`config.mk`:
```
export PLATFORM = sky130hd
export DESIGN_NAME = qr_reconstructor
export DESIGN_NICKNAME = d
export VERILOG_FILES = /design/src/rtl/qr_reconstructor_pkg.sv /design/src/rtl/qr_reconstructor_ripple_adder.sv /design/src/rtl/qr_reconstructor.sv
export SDC_FILE = /design/constraint.sdc
export NUM_CORES = 1
export LEC_CHECK = 0
export ABC_AREA = 1
export BUFFER_PORTS_ARGS = -buffer_cell sky130_fd_sc_hd__buf_2
export CORE_UTILIZATION = 45
export DETAILED_ROUTE_END_ITERATION = 8
export PLACE_DENSITY_LB_ADDON = 0.08
export SKIP_CTS_REPAIR_TIMING = 1
export SYNTH_ARGS = -nofsm -noshare
export SYNTH_HDL_FRONTEND = slang
export SYNTH_SLANG_ARGS = --single-unit
```
`constraint.sdc`:
```
create_clock -name clk -period 4.5 [get_ports clk]
set_input_delay 0.225 -clock clk [delete_from_list [all_inputs] [get_ports clk]]
set_output_delay 0.225 -clock clk [all_outputs]
set_load 0.02 [all_outputs]
```
`src/rtl/qr_reconstructor_pkg.sv`:
```
// Shared definitions for the Q/R reconstructor: default widths, result-width
// derivation, counter-width derivation and the FSM state encoding.
package qr_reconstructor_pkg;

  localparam int WA_DEF = 3;
  localparam int WB_DEF = 2;
  localparam int WC_DEF = 3;

  // One extra bit over WA+WB absorbs the remainder added on top of the product.
  function automatic int calc_wr(input int wa, input int wb);
    return wa + wb + 1;
  endfunction

  function automatic int calc_cnt_w(input int wb);
    return $clog2(wb + 1);
  endfunction

  typedef enum logic [1:0] {
    IDLE = 2'b00,
    RUN  = 2'b01,
    DONE = 2'b10
  } state_t;

endpackage

```
`src/rtl/qr_reconstructor_ripple_adder.sv`:
```
// Unsigned W-bit ripple-carry adder built from full-adder cells; carry-in is 0
// and the final carry-out is dropped.
module qr_reconstructor_ripple_adder #(
  parameter int W = 6
) (
  input  logic [W-1:0] a_i,
  input  logic [W-1:0] b_i,
  output logic [W-1:0] sum_o
);

  logic [W-1:0] carry;

  assign carry[0] = 1'b0;

  for (genvar i = 0; i < W; i++) begin : g_fa
    assign sum_o[i] = a_i[i] ^ b_i[i] ^ carry[i];
    if (i < W - 1) begin : g_carry
      assign carry[i+1] = (a_i[i] & b_i[i]) | (carry[i] & (a_i[i] ^ b_i[i]));
    end
  end

endmodule

```
`src/rtl/qr_reconstructor.sv`:
```
// Radix-2 shift-add reconstructor: result = q_in * d_in + r_in, one divisor bit
// per clock. Define REM_CHECK_EN to add the rem_err invalid-remainder flag.
module qr_reconstructor
  import qr_reconstructor_pkg::*;
#(
  parameter  int WA = WA_DEF,
  parameter  int WB = WB_DEF,
  parameter  int WC = WC_DEF,
  localparam int WR = calc_wr(WA, WB)
) (
  input  logic          clk,
  input  logic          rst_n,
  input  logic          start,
  input  logic [WA-1:0] q_in,
  input  logic [WB-1:0] d_in,
  input  logic [WC-1:0] r_in,
  output logic          busy,
  output logic          done,
  output logic [WR-1:0] result
`ifdef REM_CHECK_EN
  ,
  output logic          rem_err
`endif
);

  localparam int CNT_W = calc_cnt_w(WB);

  state_t           state_q;
  logic [WR-1:0]    mreg_q;
  logic [WR-1:0]    acc_q;
  logic [WR-1:0]    acc_d;
  logic [WR-1:0]    sum;
  logic [WB-1:0]    breg_q;
  logic [CNT_W-1:0] cnt_q;
  logic             busy_q;
  logic             done_q;
  logic [WR-1:0]    result_q;

  qr_reconstructor_ripple_adder #(.W(WR)) u_adder (
    .a_i   (acc_q),
    .b_i   (mreg_q),
    .sum_o (sum)
  );

  // NOTE: combinational logic gets a value on every path so no latch is inferred.
  always_comb begin
    acc_d = acc_q;
    if (breg_q[0]) acc_d = sum;
  end

`ifdef REM_CHECK_EN
  logic rem_flag_q;
  logic rem_err_q;

  // A remainder not below the divisor, or any divide-by-zero, cannot come from a valid division.
  always_ff @(posedge clk or negedge rst_n) begin
    if (!rst_n) begin
      rem_flag_q <= 1'b0;
      rem_err_q  <= 1'b0;
    end else if (state_q == IDLE && start) begin
      rem_flag_q <= ({{(WR-WC){1'b0}}, r_in} >= {{(WR-WB){1'b0}}, d_in}) || (d_in == '0);
    end else if (state_q == DONE) begin
      rem_err_q <= rem_flag_q;
    end
  end

  assign rem_err = rem_err_q;
`endif

  // NOTE: sequential state uses non-blocking assignments so every register samples pre-edge values.
  always_ff @(posedge clk or negedge rst_n) begin
    if (!rst_n) begin
      state_q  <= IDLE;
      mreg_q   <= '0;
      acc_q    <= '0;
      breg_q   <= '0;
      cnt_q    <= '0;
      busy_q   <= 1'b0;
      done_q   <= 1'b0;
      result_q <= '0;
    end else begin
      done_q <= 1'b0;
      case (state_q)
        IDLE: begin
          if (start) begin
            mreg_q  <= {{(WR-WA){1'b0}}, q_in};
            breg_q  <= d_in;
            acc_q   <= {{(WR-WC){1'b0}}, r_in};
            cnt_q   <= '0;
            busy_q  <= 1'b1;
            state_q <= RUN;
          end
        end
        RUN: begin
          acc_q  <= acc_d;
          mreg_q <= mreg_q << 1;
          breg_q <= breg_q >> 1;
          cnt_q  <= cnt_q + CNT_W'(1);
          if (cnt_q == CNT_W'(WB - 1)) state_q <= DONE;
        end
        DONE: begin
          done_q   <= 1'b1;
          result_q <= acc_q;
          busy_q   <= 1'b0;
          state_q  <= IDLE;
        end
        default: begin
          busy_q  <= 1'b0;
          state_q <= IDLE;
        end
      endcase
    end
  end

  assign busy   = busy_q;
  assign done   = done_q;
  assign result = result_q;

endmodule

```
# Yosys cells after proc, flatten, opt, wreduce, memory -nomap -nowiden
# Cells that the tools add are included.
# classes
addsub	1
n_eq_ne	6
muxes	15
bitwise_logic	25
n_reduce_logical	6
# ops
cell	n
$pmux W6 S2	2
$mux W6	3
$pmux W2 S2	3
$xor A1 B1 Y1	11
$and A1 B1 Y1	9
$mux W2	4
$ne A2 B2 Y1 const B	3
$reduce_and A2 Y1	3
$eq A2 B1 Y1 const B	2
$or A1 B1 Y1	4
$reduce_and A3 Y1	1
$add A2 B1 Y2 const B	1
$eq A2 B2 Y1 const B	1
$logic_not A2 Y1	1
$mux W1	2
$pmux W1 S2	1
$reduce_bool A2 Y1	1
$not A1 Y1	1
# totals
ff_bits	26
in_bits	11
output_inout_bits	8
wordCells	61

# Longest topological paths before layout
# Gate-level depths: netlist (run 1).
# depth
word_depth	12
mapped_depth	12
mapped_depth_nobuf	12

# Modules after synthesis
# A second synthesis (run 1) with hierarchy kept.
# hier_totals
cells_unflattened	151
area_unflattened_um2	1331.3
# modules_own_cells
module	instances	cells_each	area_per_inst_um2	seq_area_each_um2
qr_reconstructor	1	131	1179.9	650.6
qr_reconstructor_ripple_adder	1	20	151.4	0.0

# Worst setup path after synthesis (run 1)
# OpenSTA, ideal clock, no wires.
# synth_path
path_type	register to register
from	register acc_q[0]
to	register acc_q[5]
setup_ns	0.117
arrival_time_ns	2.109
required_time_ns	4.383
slack_ns	2.274
stages_incl_launch_ff	13
n_path_buf	0
synth_period_minus_slack_ns	2.226
path_cell_list	dfrtp_1 -> ha_1 -> fa_1 -> inv_1 -> fa_1 -> fa_1 -> fa_1 -> inv_1 -> nand2_1 -> nand2_1 -> nand2_1 -> nand3_1 -> nand2_1
# synth_via
elab_chain_cells	12
# synth_lines
item	line	rtl
from (decl)	qr_reconstructor.sv:30	logic [WR-1:0] acc_q;
from (signal assigned)	qr_reconstructor.sv:88	acc_q <= {{(WR-WC){1'b0}}, r_in};
$and A1 B1 Y1 (2 in a row)	qr_reconstructor_ripple_adder.sv:18	assign carry[i+1] = (a_i[i] & b_i[i]) | (carry[i] & (a_i[i] ^ b_i[i]));
$or A1 B1 Y1	qr_reconstructor_ripple_adder.sv:18	
$and A1 B1 Y1	qr_reconstructor_ripple_adder.sv:18	
$or A1 B1 Y1	qr_reconstructor_ripple_adder.sv:18	
$and A1 B1 Y1	qr_reconstructor_ripple_adder.sv:18	
$or A1 B1 Y1	qr_reconstructor_ripple_adder.sv:18	
$and A1 B1 Y1	qr_reconstructor_ripple_adder.sv:18	
$or A1 B1 Y1	qr_reconstructor_ripple_adder.sv:18	
$xor A1 B1 Y1	qr_reconstructor_ripple_adder.sv:16	assign sum_o[i] = a_i[i] ^ b_i[i] ^ carry[i];
$mux W6	qr_reconstructor.sv:48	if (breg_q[0]) acc_d = sum;
$pmux W6 S2	qr_reconstructor.sv:83	case (state_q)
# Every way passes these cells. The select of a mux whose other input is x is not followed.
# A chain may end at the register's enable or synchronous reset.

# Final worst setup path (run 1)
# Ends and elaborated chain as after synthesis.

==> flow_summary.toml, run 1 <==
[sta]
tns_ns = 0
setup_viol = 0
hold_viol = 0
fin_crit_ns = 2.36
max_slew_margin_pct = 61.6
finalClockSkew_ns = 0.00854
rsz0062_at_grt = "false"
worst_hold_slack_ns = 0.145
finalMaxSlewViolations = 0
fmax_mhz = 424
tightest_slew_ns = 0.575
timing.final.crit_share_pct = 52.4

[worst_setup_path]
crit_slowest_cell = "dfrtp_1"
arrival_ns = 2.58
worst-setup-path-type = "reg -> reg"
worst-path-max-fanout = 3
r2r_cells = 12
r2r_end = "acc_q[5]$_DFFE_PN0P_"
critPathLaunchType = "flip-flop"
crit_chain = "ha_1 > fa_1 > inv_1 > fa_1 > fa_1 > fa_1 > inv_1 > nand2_1 > nand2_1 > nand2_1 > nand3_1 > nand2_1"
r2r_slack_ns = 2.14
r2r-start = "acc_q[0]$_DFFE_PN0P_"
end_kind = "flip-flop"
max_stage_delay_ns = 0.40
crit_required_ns = 4.73

[floorplan]
start_util_pct = 49.2
fp-row-count = 18
io_pins = 19
die_area_um2 = 3000
die_h_um = 54.7
die_w_um = 54.7
fp.coreArea_um2 = 2540

[cts]
clkSinkCount = 26
numCtsBuffers = 3
cts_tree = "done"
cts_buffer_depth = 2
htreeDepth = 1
clockRootBuffer = "clkbuf_4"
clk_latency_ns = 0.32
cts.clk_slew.worst_paths_ns = 0.14

[layout]
area_delta_synth_final_pct = 11.7
stdcell_count = 188
drive_gt1_share_pct = 20.9
fin_util_pct = 54.9
register_area_um2 = 651
n_antenna_cell = 0
nFillCells = 245
finalNetCount = 176
finalInstanceArea_um2 = 1400
multi_input_comb_area_um2 = 498

[power_and_ir_drop]
ir_drop_uv = 512
p_leak_uw = 0.000753
cellPowerDensity_nw_per_um2 = 730

[yosys]
synth_area_leaders = "dfrtp_1 52%, nand2_1 14%, fa_1 6.4%"
syn-mean-instance-area_um2 = 9.07
synth.distinct_cells = 17
postSynthCellCount = 138
ys_seq_area_share_pct = 52.0
synth_top_area_cell = "dfrtp_1"
ys_ff_latch = 26
ys_warn_count = 0
synthesis.area_um2 = 1250
syn_nets = 155
synth_top_area_share_pct = 52.0

[global_routing]
antenna_found_initial = 0
grt_max_degree = 27
grt-ovfl-total = 0
grt_usage_pct = 16.1
grt_pass1_vias = 741
grt_pass1_wl_um = 3370

[drt]
wirelength_um = 2060
ant_nets = 0
via_per_inst = 4.87
post_drt_wl_per_cell_um = 10.9
drc = 0
vias = 916
dr.pass1.iters = 4
drt_iter0_drc = 15

[placement]
port_buffers = 18
placedInstanceArea_um2 = 1350
routabilityCongestion = 0.770
dp_cells = 183
dp_hpwl_um = 1530

[min_path]
hp-class = "in -> reg"
min_to = "mreg_q[0]$_DFFE_PN0P_"
hold_depth = 3
hold_path_startpoint = "q_in[0]"

[run_status]
status = "finished clean"

[flow_run]
maxCapViolations = 0
[placed cells by master, fill, tap and decap left out, types with 3 or more instances in the layout]
cell type,count
o22ai_1,4
buf_2,18
inv_1,18
clkbuf_4,3
o21ai_2,5
nand2_1,47
dfrtp_1,26
fa_1,4
nand3_1,5
o21ai_0,9
nor2_1,8
[cell usage after synthesis]
cell	number
inv_2	2
nand3_1	5
fa_1	4
nor2_1	8
nand2_4	2
a21oi_2	1
o21ai_2	5
buf_6	2
dfrtp_1	26
nand2_1	47
nor2_4	1
o21ai_0	9
inv_1	18
buf_2	1
o22ai_1	4
o21ai_1	1
ha_1	2
[per-layer routing]
layer  vias to the layer above  global-route usage [%]  part of all wire, %  wire length (um)
met4                         0                    5.13                  1.3                27
met3                         4                    2.50                  3.0                62
li1                        472                       -                    -                 -
met2                        16                    24.5                   45               915
met1                       424                    23.1                   51              1050
met5                         -                       0                    0                 0
[how the worst max path moves through the flow]
stage	from	to	slack, ns	depth (start not counted)
3_5_place_dp	acc_q[0]$_DFFE_PN0P_	acc_q[5]$_DFFE_PN0P_	2.16	12
4_1_cts	acc_q[0]$_DFFE_PN0P_	acc_q[5]$_DFFE_PN0P_	2.14	12
3_3_place_gp	acc_q[0]$_DFFE_PN0P_	acc_q[5]$_DFFE_PN0P_	2.22	12
2_1_floorplan	acc_q[0]$_DFFE_PN0P_	acc_q[5]$_DFFE_PN0P_	2.27	12
6_report	acc_q[0]$_DFFE_PN0P_	acc_q[5]$_DFFE_PN0P_	2.14	12
5_1_grt	acc_q[0]$_DFFE_PN0P_	acc_q[5]$_DFFE_PN0P_	2.00	12
[where the power goes]
group | internal (uW) | total [uW] | switching [uW] | leakage [uW]
combinational | 177 | 500 | 323 | 0.000401
clock | 49.5 | 118 | 68.8 | 0.0000210
sequential | 338 | 402 | 64.4 | 0.000331
[cell type report]
| class | count | area share, % |
|---|---|---|
| tap | 30 | 2.69 |
| inverter | 20 | 5.37 |
| timing repair buffer | 19 | 7.16 |
| sequential | 26 | 46.6 |
| clock buffer | 4 | 2.60 |
| multi-input combinational | 89 | 35.6 |
[stage by stage]
stage / setup slack [ns] / power, uW
3_5_place_dp: 2.16 / 917
3_3_place_gp: 2.22 / 904
5_1_grt: 2.00 / 1130
4_1_cts: 2.14 / 1030
6_report: 2.14 / 1020
2_1_floorplan: 2.27 / 814
[critical path, delay by kind of cell, from the launching register on]
family | cells | cell delay, ns
adder cells (fa/ha/maj) | 5 | 1.49
AND/OR/NAND/NOR | 5 | 0.28
buffers and inverters | 2 | 0.11
flip-flops | 1 | 0.40
[logic make-up (layout without fill, tap and decap cells)]
logic type	after synthesis	after routing	share of synthesized area, %
AND/OR/NAND/NOR	63	63	21.2
buffers and inverters	23	43	8.20
flip-flops	26	26	52.0
AO/OA/AOI/OAI	20	20	10.2
adder cells (fa/ha/maj)	6	6	8.40
[state kept, by name, summed over array words and instances (netlist names)]
signal,count
acc_q,6
mreg_q,6
result,6
breg_q,2
cnt_q,2
state_q,2
busy,1
done,1
No activity file was read; power rests on OpenSTA's default activity.
==> run 2: changes to the inputs <==
clock period = 2.1 ns   (was 4.5 ns; I/O delays follow)
==> run 2 against run 1 <==
The flow now finishes with violations (negative setup slack). Maximum frequency increased by 6.3%. Register-to-register slack got worse by 2.3 ns. Design area increased by 1.3%. Via count decreased by 2.7%. First-iteration DRC count decreased by 6.7%. Sequential cell count unchanged. Combinational power increased by 130%. Clock skew decreased by 0.0065 ns. Clock-buffer cell count decreased by 1. Largest power group unchanged.
==> flow_summary.toml, run 2 (synthesized netlist as in run 1, its figures left out) <==
[layout]
fin_util_pct = 55.7
area_delta_synth_final_pct = 13.2
stdcell_count = 190
drive_gt1_share_pct = 24.4
mostFrequentLayoutCells = "47 x nand2_1, 26 x dfrtp_1, 18 x inv_1, 18 x buf_2, 9 x o21ai_0"
layout_commonest_cell = "nand2_1"
finalInstanceArea_um2 = 1420
finalNetCount = 179
n_antenna_cell = 0

[global_routing]
grt-ovfl-total = 0
grt_max_degree = 27
grt_pass1_vias = 824
grt_usage_pct = 17.3
grt_pass1_wl_um = 3640
antenna_found_initial = 0

[worst_setup_path]
crit_slowest_cell = "fa_2"
crit_chain = "ha_2 > fa_1 > inv_1 > fa_2 > fa_2 > fa_2 > inv_1 > nand2_1 > o21ai_0"
cpMostUsedCell = "fa_2"
worst-path-max-fanout = 2
crit_required_ns = 2.30
critPathLaunchType = "flip-flop"
r2r-start = "acc_q[0]$_DFFE_PN0P_"
worst-setup-path-type = "reg -> reg"
arrival_ns = 2.42
end_kind = "flip-flop"
max_stage_delay_ns = 0.52
startpoint = "acc_q[0]$_DFFE_PN0P_"

[sta]
timing.final.crit_share_pct = 106
hold_viol = 0
worst_hold_slack_ns = 0.0301
finalMaxSlewViolations = 0
max_slew_margin_pct = 61.4
setup_ws_ns = -0.117
tightest_slew_ns = 0.578
fin_crit_ns = 2.22
setup_viol = 2
rsz0062_at_grt = "true"
fmax_mhz = 451
finalClockSkew_ns = 0.00205

[cts]
clockRootBuffer = "clkbuf_4"
cts_tree = "done"
cts.clk_slew.worst_paths_ns = 0.13
numCtsBuffers = 3
clk_latency_ns = 0.31
cts_buffer_depth = 2
htreeDepth = 1
clkSinkCount = 26

[floorplan]
io_pins = 19
fp-row-count = 18
fp.coreArea_um2 = 2540
die_w_um = 54.7
start_util_pct = 49.2
die_area_um2 = 3000
die_h_um = 54.7

[placement]
dp_cells = 186
routabilityCongestion = 0.819
placedInstanceArea_um2 = 1380
port_buffers = 18
dp_hpwl_um = 1550

[drt]
wirelength_um = 2090
post_drt_wl_per_cell_um = 11.0
ant_nets = 0
drc = 0
drt_iter0_drc = 14
vias = 891
dr.pass1.iters = 3
via_per_inst = 4.69

[power_and_ir_drop]
cellPowerDensity_nw_per_um2 = 1550
p_total_uw = 2190
p_leak_uw = 0.000759
ir_drop_uv = 817

[run_status]
status = "complete, but fails checks"
violations = "negative setup slack"

[flow_run]
maxCapViolations = 0

[min_path]
hold_path_startpoint = "d_in[1]"
hp-class = "in -> reg"
-- run 2: area by class of cell --
type                            instances  area (um^2)
Sequential cell                        26          651
Timing Repair Buffer                   22          123
Tap cell                               30         37.5
Fill cell                             242         1130
Multi-Input combinational cell         89          508
Inverter                               20         75.1
Clock buffer                            3         22.5
-- run 2: worst paths after layout --
path | to | cells past startpoint | slack [ns]
setup / recovery | acc_q[4]$_DFFE_PN0P_ | 9 | -0.12
hold / removal | breg_q[1]$_DFFE_PN0P_ | 3 | 0.03
setup reg to reg | acc_q[4]$_DFFE_PN0P_ | 9 | -0.12
hold reg to reg | result[0]$_DFFE_PN0P_ | 2 | 0.49
max in group asynchronous | state_q[1]$_DFFE_PN0P_ | 2 | 1.41
min in group asynchronous | result[5]$_DFFE_PN0P_ | 2 | 0.31
-- run 2: metal layers --
metal	share of wire, %	track usage, %	routed length [um]
met3	2.6	2.50	54
met1	51	24.2	1070
met2	45	26.9	945
met5	0	0	0
met4	1.1	6.41	23
-- run 2: power by group --
part	internal (uW)	total [uW]	switching, uW
clock	67.1	204	137
combinational	417	1130	717
sequential	723	853	130
-- run 2: worst max-delay path, delay by kind of cell (launching register included) --
kind,cells,cell delay [ns]
buffers and inverters,2,0.09
AOI/OAI and AO/OA,1,0.06
and+or+nand+nor,1,0.05
DFF,1,0.39
adders and majority gates,5,1.53
-- run 2: metrics by stage --
step	worst slack, ns	setup TNS (ns)
6_report	-0.117	-0.233
5_1_grt	-0.289	-0.497
4_1_cts	-0.171	-0.339
3_5_place_dp	-0.149	-0.297
3_3_place_gp	-0.101	-0.178
2_1_floorplan	-0.0769	-0.123
